### src/rtl/mem_write_buffer.sv
// mem_write_buffer: writeback buffer between the last-level cache and main memory.
//   Absorbs cache writebacks into a DEPTH-entry FIFO and acknowledges them
//   immediately. Read requests are served from the youngest matching buffered
//   writeback. Reads that miss the buffer go to memory ahead of the drain.
//   Exactly one memory request is outstanding at a time.
// Ports:
//   clock, reset             system clock, synchronous active-high reset
//   cache_msg/address/data_in  request from the cache (R_REQ / WB_REQ / NO_REQ)
//   cache_msg/address/data_out one-cycle MEM_RESP back to the cache
//   mem_msg/address/data_out   request to main memory, held until answered
//   mem_msg/address/data_in    response from main memory (address unused)
//   full, empty                FIFO occupancy flags (registered)
module mem_write_buffer #(
  parameter int DATA_WIDTH    = 32,
  parameter int ADDRESS_WIDTH = 32,
  parameter int MSG_BITS      = 4,
  parameter int DEPTH         = 4
) (
  input  logic                     clock,
  input  logic                     reset,
  input  logic [MSG_BITS-1:0]      cache_msg_in,
  input  logic [ADDRESS_WIDTH-1:0] cache_address_in,
  input  logic [DATA_WIDTH-1:0]    cache_data_in,
  output logic [MSG_BITS-1:0]      cache_msg_out,
  output logic [ADDRESS_WIDTH-1:0] cache_address_out,
  output logic [DATA_WIDTH-1:0]    cache_data_out,
  output logic [MSG_BITS-1:0]      mem_msg_out,
  output logic [ADDRESS_WIDTH-1:0] mem_address_out,
  output logic [DATA_WIDTH-1:0]    mem_data_out,
  input  logic [MSG_BITS-1:0]      mem_msg_in,
  input  logic [ADDRESS_WIDTH-1:0] mem_address_in,
  input  logic [DATA_WIDTH-1:0]    mem_data_in,
  output logic                     full,
  output logic                     empty
);

  localparam logic [MSG_BITS-1:0] NO_REQ   = MSG_BITS'(0);
  localparam logic [MSG_BITS-1:0] WB_REQ   = MSG_BITS'(1);
  localparam logic [MSG_BITS-1:0] R_REQ    = MSG_BITS'(2);
  localparam logic [MSG_BITS-1:0] MEM_RESP = MSG_BITS'(3);

  localparam int PTR_W = $clog2(DEPTH);
  localparam int CNT_W = PTR_W + 1;
  localparam logic [CNT_W-1:0] CNT_FULL = CNT_W'(DEPTH);

  typedef enum logic [1:0] {C_IDLE, C_RESP, C_WAIT_RD} c_state_e;
  typedef enum logic [1:0] {M_IDLE, M_REQ, M_GAP} m_state_e;

  c_state_e c_state_q, c_state_d;
  m_state_e m_state_q, m_state_d;

  logic [ADDRESS_WIDTH-1:0] fifo_addr_q [DEPTH];
  logic [ADDRESS_WIDTH-1:0] fifo_addr_d [DEPTH];
  logic [DATA_WIDTH-1:0]    fifo_data_q [DEPTH];
  logic [DATA_WIDTH-1:0]    fifo_data_d [DEPTH];
  logic [PTR_W-1:0]         wr_ptr_q, wr_ptr_d, rd_ptr_q, rd_ptr_d;
  logic [CNT_W-1:0]         count_q, count_d;
  logic                     full_q, full_d, empty_q, empty_d;

  logic                     rd_pending_q, rd_pending_d;
  logic [ADDRESS_WIDTH-1:0] rd_addr_q, rd_addr_d;
  logic                     mem_is_rd_q, mem_is_rd_d;

  logic [MSG_BITS-1:0]      cache_msg_out_q, cache_msg_out_d;
  logic [ADDRESS_WIDTH-1:0] cache_address_out_q, cache_address_out_d;
  logic [DATA_WIDTH-1:0]    cache_data_out_q, cache_data_out_d;
  logic [MSG_BITS-1:0]      mem_msg_out_q, mem_msg_out_d;
  logic [ADDRESS_WIDTH-1:0] mem_address_out_q, mem_address_out_d;
  logic [DATA_WIDTH-1:0]    mem_data_out_q, mem_data_out_d;

  logic                     hit;
  logic [DATA_WIDTH-1:0]    hit_data;
  logic [PTR_W-1:0]         idx;
  logic                     mem_resp, rd_done, wb_done, enq;

  // The memory response address carries nothing we need.
  logic unused_mem_address;
  assign unused_mem_address = ^mem_address_in;

  // Walk valid entries oldest to youngest so the youngest match wins.
  always_comb begin
    hit      = 1'b0;
    hit_data = '0;
    idx      = '0;
    for (int unsigned i = 0; i < DEPTH; i++) begin
      idx = rd_ptr_q + PTR_W'(i);
      if ((i < 32'(count_q)) && (fifo_addr_q[idx] == cache_address_in)) begin
        hit      = 1'b1;
        hit_data = fifo_data_q[idx];
      end
    end
  end

  always_comb begin
    c_state_d           = c_state_q;
    m_state_d           = m_state_q;
    fifo_addr_d         = fifo_addr_q;
    fifo_data_d         = fifo_data_q;
    wr_ptr_d            = wr_ptr_q;
    rd_ptr_d            = rd_ptr_q;
    count_d             = count_q;
    rd_pending_d        = rd_pending_q;
    rd_addr_d           = rd_addr_q;
    mem_is_rd_d         = mem_is_rd_q;
    cache_msg_out_d     = NO_REQ;
    cache_address_out_d = cache_address_out_q;
    cache_data_out_d    = cache_data_out_q;
    mem_msg_out_d       = mem_msg_out_q;
    mem_address_out_d   = mem_address_out_q;
    mem_data_out_d      = mem_data_out_q;
    enq                 = 1'b0;

    mem_resp = (m_state_q == M_REQ) && (mem_msg_in == MEM_RESP);
    rd_done  = mem_resp && mem_is_rd_q;
    wb_done  = mem_resp && !mem_is_rd_q;

    unique case (c_state_q)
      C_IDLE: begin
        if (cache_msg_in == WB_REQ) begin
          // A full FIFO still accepts when the head retires on this edge.
          if ((count_q != CNT_FULL) || wb_done) begin
            enq                 = 1'b1;
            cache_msg_out_d     = MEM_RESP;
            cache_address_out_d = cache_address_in;
            cache_data_out_d    = '0;
            c_state_d           = C_RESP;
          end
        end else if (cache_msg_in == R_REQ) begin
          if (hit) begin
            cache_msg_out_d     = MEM_RESP;
            cache_address_out_d = cache_address_in;
            cache_data_out_d    = hit_data;
            c_state_d           = C_RESP;
          end else begin
            rd_pending_d = 1'b1;
            rd_addr_d    = cache_address_in;
            c_state_d    = C_WAIT_RD;
          end
        end
      end
      C_RESP: c_state_d = C_IDLE;
      C_WAIT_RD: begin
        if (rd_done) begin
          cache_msg_out_d     = MEM_RESP;
          cache_address_out_d = rd_addr_q;
          cache_data_out_d    = mem_data_in;
          c_state_d           = C_RESP;
        end
      end
      default: c_state_d = C_IDLE;
    endcase

    unique case (m_state_q)
      M_IDLE: begin
        if (rd_pending_q) begin
          mem_msg_out_d     = R_REQ;
          mem_address_out_d = rd_addr_q;
          mem_data_out_d    = '0;
          mem_is_rd_d       = 1'b1;
          m_state_d         = M_REQ;
        end else if (count_q != '0) begin
          mem_msg_out_d     = WB_REQ;
          mem_address_out_d = fifo_addr_q[rd_ptr_q];
          mem_data_out_d    = fifo_data_q[rd_ptr_q];
          mem_is_rd_d       = 1'b0;
          m_state_d         = M_REQ;
        end
      end
      M_REQ: begin
        if (mem_resp) begin
          mem_msg_out_d     = NO_REQ;
          mem_address_out_d = '0;
          mem_data_out_d    = '0;
          m_state_d         = M_GAP;
          if (mem_is_rd_q) rd_pending_d = 1'b0;
        end
      end
      M_GAP: m_state_d = M_IDLE;
      default: m_state_d = M_IDLE;
    endcase

    // When full, wr_ptr equals rd_ptr: the slot written is the head retiring now.
    if (enq) begin
      fifo_addr_d[wr_ptr_q] = cache_address_in;
      fifo_data_d[wr_ptr_q] = cache_data_in;
      wr_ptr_d              = wr_ptr_q + PTR_W'(1);
    end
    if (wb_done) rd_ptr_d = rd_ptr_q + PTR_W'(1);

    unique case ({enq, wb_done})
      2'b10:   count_d = count_q + CNT_W'(1);
      2'b01:   count_d = count_q - CNT_W'(1);
      default: count_d = count_q;
    endcase
    full_d  = (count_d == CNT_FULL);
    empty_d = (count_d == '0);
  end

  always_ff @(posedge clock) begin
    if (reset) begin
      c_state_q           <= C_IDLE;
      m_state_q           <= M_IDLE;
      for (int unsigned i = 0; i < DEPTH; i++) begin
        fifo_addr_q[i] <= '0;
        fifo_data_q[i] <= '0;
      end
      wr_ptr_q            <= '0;
      rd_ptr_q            <= '0;
      count_q             <= '0;
      full_q              <= 1'b0;
      empty_q             <= 1'b1;
      rd_pending_q        <= 1'b0;
      rd_addr_q           <= '0;
      mem_is_rd_q         <= 1'b0;
      cache_msg_out_q     <= NO_REQ;
      cache_address_out_q <= '0;
      cache_data_out_q    <= '0;
      mem_msg_out_q       <= NO_REQ;
      mem_address_out_q   <= '0;
      mem_data_out_q      <= '0;
    end else begin
      c_state_q           <= c_state_d;
      m_state_q           <= m_state_d;
      fifo_addr_q         <= fifo_addr_d;
      fifo_data_q         <= fifo_data_d;
      wr_ptr_q            <= wr_ptr_d;
      rd_ptr_q            <= rd_ptr_d;
      count_q             <= count_d;
      full_q              <= full_d;
      empty_q             <= empty_d;
      rd_pending_q        <= rd_pending_d;
      rd_addr_q           <= rd_addr_d;
      mem_is_rd_q         <= mem_is_rd_d;
      cache_msg_out_q     <= cache_msg_out_d;
      cache_address_out_q <= cache_address_out_d;
      cache_data_out_q    <= cache_data_out_d;
      mem_msg_out_q       <= mem_msg_out_d;
      mem_address_out_q   <= mem_address_out_d;
      mem_data_out_q      <= mem_data_out_d;
    end
  end

  assign cache_msg_out     = cache_msg_out_q;
  assign cache_address_out = cache_address_out_q;
  assign cache_data_out    = cache_data_out_q;
  assign mem_msg_out       = mem_msg_out_q;
  assign mem_address_out   = mem_address_out_q;
  assign mem_data_out      = mem_data_out_q;
  assign full              = full_q;
  assign empty             = empty_q;

endmodule
### config.mk
export PLATFORM = sky130hd
export DESIGN_NAME = mem_write_buffer
export DESIGN_NICKNAME = d
export VERILOG_FILES = /design/src/rtl/mem_write_buffer.sv
export SDC_FILE = /design/constraint.sdc
export NUM_CORES = 1
export LEC_CHECK = 0
export CAP_MARGIN = 10
export CORE_MARGIN = 2
export CORE_UTILIZATION = 60
export CTS_BUF_LIST = sky130_fd_sc_hd__clkbuf_8
export DETAILED_ROUTE_END_ITERATION = 16
export PLACE_DENSITY = 0.84
export SLEW_MARGIN = 20
export SYNTH_ARGS = -nofsm -noshare
export SYNTH_HDL_FRONTEND = slang
export SYNTH_SLANG_ARGS = --single-unit
### constraint.sdc
create_clock -name clock -period 9.67 [get_ports clock]
set_input_delay 1.4505 -clock clock [delete_from_list [all_inputs] [get_ports clock]]
set_output_delay 1.4505 -clock clock [all_outputs]
set_load 0.01 [all_outputs]
==> results by group <==
Run status
  • Status: finished clean

STA
  • Slew @ Worst Pin: 1134 ps
  • Slew Viols, Final: 0
  • Final setup viols: 0
  • Fmax: ~150 MHz
  • Fin crit share: 0.6737
  • Slew HR: 0.2440
  • Period minus WS final: around 6500 ps
  • Final hold violations: 0
  • Setup ws final: between 3000 and 4000 ps
  • Clock Skews: roughly 26 ps
  • Post-route setup TNS: 0 ps
  • Fin Hold WS: about 470 ps
  • RSZ-0062 raised after global routing: false

Synthesis
  • Register area share after synthesis: 0.3367
  • Async S/R FF share, synth: 0
  • Flops & latches, synth: 434
  • Ys flop type: dfxtp_1
  • Warnings, synthesis: 0
  • EDFF count, synth: 0
  • Synth cell count leaders: nand2_1, dfxtp_1, a21oi_1
  • Post-synthesis cell area: between 20,000 and 30,000 sq um
  • Synth cell types: 79
  • Dominant cell type by area after synthesis: dfxtp_1
  • Top-count cell post-synth: nand2_1
  • Mean area per synthesized cell: around 8.6 sq um
  • Yosys top cell area share: 0.3367
  • Largest cells by area after synthesis: dfxtp_1, mux4_2, nand2_1
  • Cells after Synth: 3,015

Floorplanning
  • FP Rows: 75
  • # IOs: 276
  • DIE WIDTH: approximately 210 microns
  • Die Y: around 210 microns
  • Core area: roughly 42,000 sq um
  • Initial core utilization: 0.6110
  • Die area: about 45,000 sq um

GRT
  • Global-route total usage across every layer: 0.3990
  • Largest net degree at the start of global routing: 175
  • Initial antenna violation count: 2
  • Gr ovfl total: 0
  • Vias in the first global route: between 20,000 and 25,000
  • First-pass GRT wire length: roughly 140,000 microns

Drt
  • Routed Antenna Nets: 0
  • DRC: 0
  • Via Count: about 25,000
  • WL/cell: 24.49 microns
  • Initial DRC Count: approximately 3,500
  • Total wire length: between 90,000 and 100,000 microns
  • Detailed Routing Iterations Pass 1: 8
  • Vias per cell: 6.723

Clock network
  • Clock sink count: approximately 430
  • Post-CTS Repair Setup Buffers: 0
  • CTS Buffer Depth: 3
  • Post-cts resize count: 0
  • CTS root buffer: clkbuf_8
  • Clock latency on the worst-skew pair: ~660 ps
  • Reg clk slew, reported paths: approximately 60 ps
  • Total CTS buffers: 74
  • H-tree depth: 3
  • CTS tree: built
  • Cts hold-fix bufs: 0

Worst hold path
  • Type of the tightest min-delay check: reg2reg

Place
  • GPL Wtd Cong: between 0.9 and 1
  • Input/output buffers: 239
  • Placed insts: between 3,000 and 4,000
  • Cell Area, Placed: 27,930 sq um
  • Place WS: roughly 2700 ps
  • DPL Wire Length: between 50,000 and 60,000 microns

Worst setup path
  • Flop2flop setup slack: 3160 ps
  • CP endpoint kind: flip-flop
  • Crit Path Max Fanout: between 150 and 200
  • Crit path kind: reg2reg
  • Crit start category: flip-flop
  • Worst Path Required: 10,220 ps
  • Worst EP arrival: between 7000 and 8000 ps

Final layout
  • # fillers: approximately 3,200
  • Share of cells above drive strength 1: 0.1413
  • End-of-flow core utilization: 0.7010
  • Design area: ~30,000 sq um
  • Synthesis-to-finish area growth: 14.74%
  • Final non-filler cell total: 3,683
  • Final #Nets: ~3,200

Pwr
  • Power Total: 4.008 mW
  • Power per cell area: approximately 140 nW/um^2
  • Maximum vdd drop: 0.1108 mV
  • Leak Pwr: around 9.4 nW

Job
  • Max Cap Violations: 0
==> logic make-up after synthesis <==
logic type               Yosys count  share of synthesized area
AO/OA/AOI/OAI                    660                     0.1597
XOR/XNOR                          95                    0.03225
adder cells (fa/ha/maj)           10                   0.004849
buffers and inverters            342                    0.05970
flip-flops                       434                     0.3367
multiplexers                     388                     0.2319
other                              1                  0.0001453
AND/OR/NAND/NOR                 1085                     0.1746
==> layout make-up <==
cell class | instances | area [sq um] | area share
multi-input combinational | 2242 | 15690 | 0.5299
clock buffer | 97 | 1335 | 0.04510
timing repair buffer | 269 | 2696 | 0.09108
tap | 539 | 674.4 | 0.02278
inverter | 61 | 229.0 | 0.007735
sequential | 434 | 8696 | 0.2937
clock inverter | 39 | 280.3 | 0.009467
antenna | 2 | 5.005 | 0.0001691
==> routing by layer <==
layer,up-vias,routed length (microns),GRT usage
met5,-,0,0
met4,0,3595,0.1872
met3,299,12140,0.1092
met2,1764,39880,0.5941
met1,11880,34600,0.5404
li1,10820,-,-
==> state kept, by name (all words and copies together) (netlist names), 2 cells and up <==
register / cells
c_state_q: 2
cache_address_out: 32
cache_data_out: 32
count_q: 3
fifo_addr_q: 128
fifo_data_q: 128
m_state_q: 2
mem_address_out: 32
mem_data_out: 32
mem_msg_out: 2
rd_addr_q: 32
rd_ptr_q: 2
wr_ptr_q: 2
==> critical path, stage by stage (launching register included) <==
cell	delay [ps]
dfxtp_4	880
buf_12	660
mux4_2	610
xnor2_1	400
nand4_1	140
nor4_1	580
nand2_2	810
o21ai_2	570
o31a_4	560
buf_4	610
nor2_1	140
a211oi_2	240
==> cells in the final DEF, fill, tap and decap left out, types with 5 or more instances in the layout <==
cell type / n
a21oi_2: 30
nor2_1: 176
a22oi_1: 45
a221oi_1: 8
a211oi_2: 30
o211ai_1: 36
mux2i_1: 176
and2_1: 7
mux4_2: 163
mux2_2: 45
o22ai_1: 6
inv_1: 80
o2111ai_1: 6
clkdlybuf4s50_1: 238
xor2_1: 14
xnor2_1: 81
buf_4: 24
nand2b_1: 10
or4_1: 5
a211oi_1: 6
nand3_1: 102
ha_1: 10
clkinv_2: 10
nor4_1: 10
dfxtp_1: 432
nand2_1: 698
a21oi_1: 353
o21ai_0: 68
clkbuf_8: 97
nor3_1: 10
nand4_1: 23
a31oi_1: 30
o221ai_1: 5
==> final timing paths <==
path | endpoint | from | cells past startpoint
worst max-delay path | cache_address_out[22] | rd_ptr_q[1] | 11
worst min-delay path | mem_address_out[14] | mem_address_out[14] | 2
worst max register to register | cache_address_out[22] | rd_ptr_q[1] | 11
worst min register to register | mem_address_out[14] | mem_address_out[14] | 2
==> report_power, final <==
part           internal [mW]  switching [mW]  leakage (nW)
logic                  0.136           0.243          4.96
clock network          0.990           0.807         0.918
registers               1.81          0.0192          3.50
(Power assumes the default switching activity.)
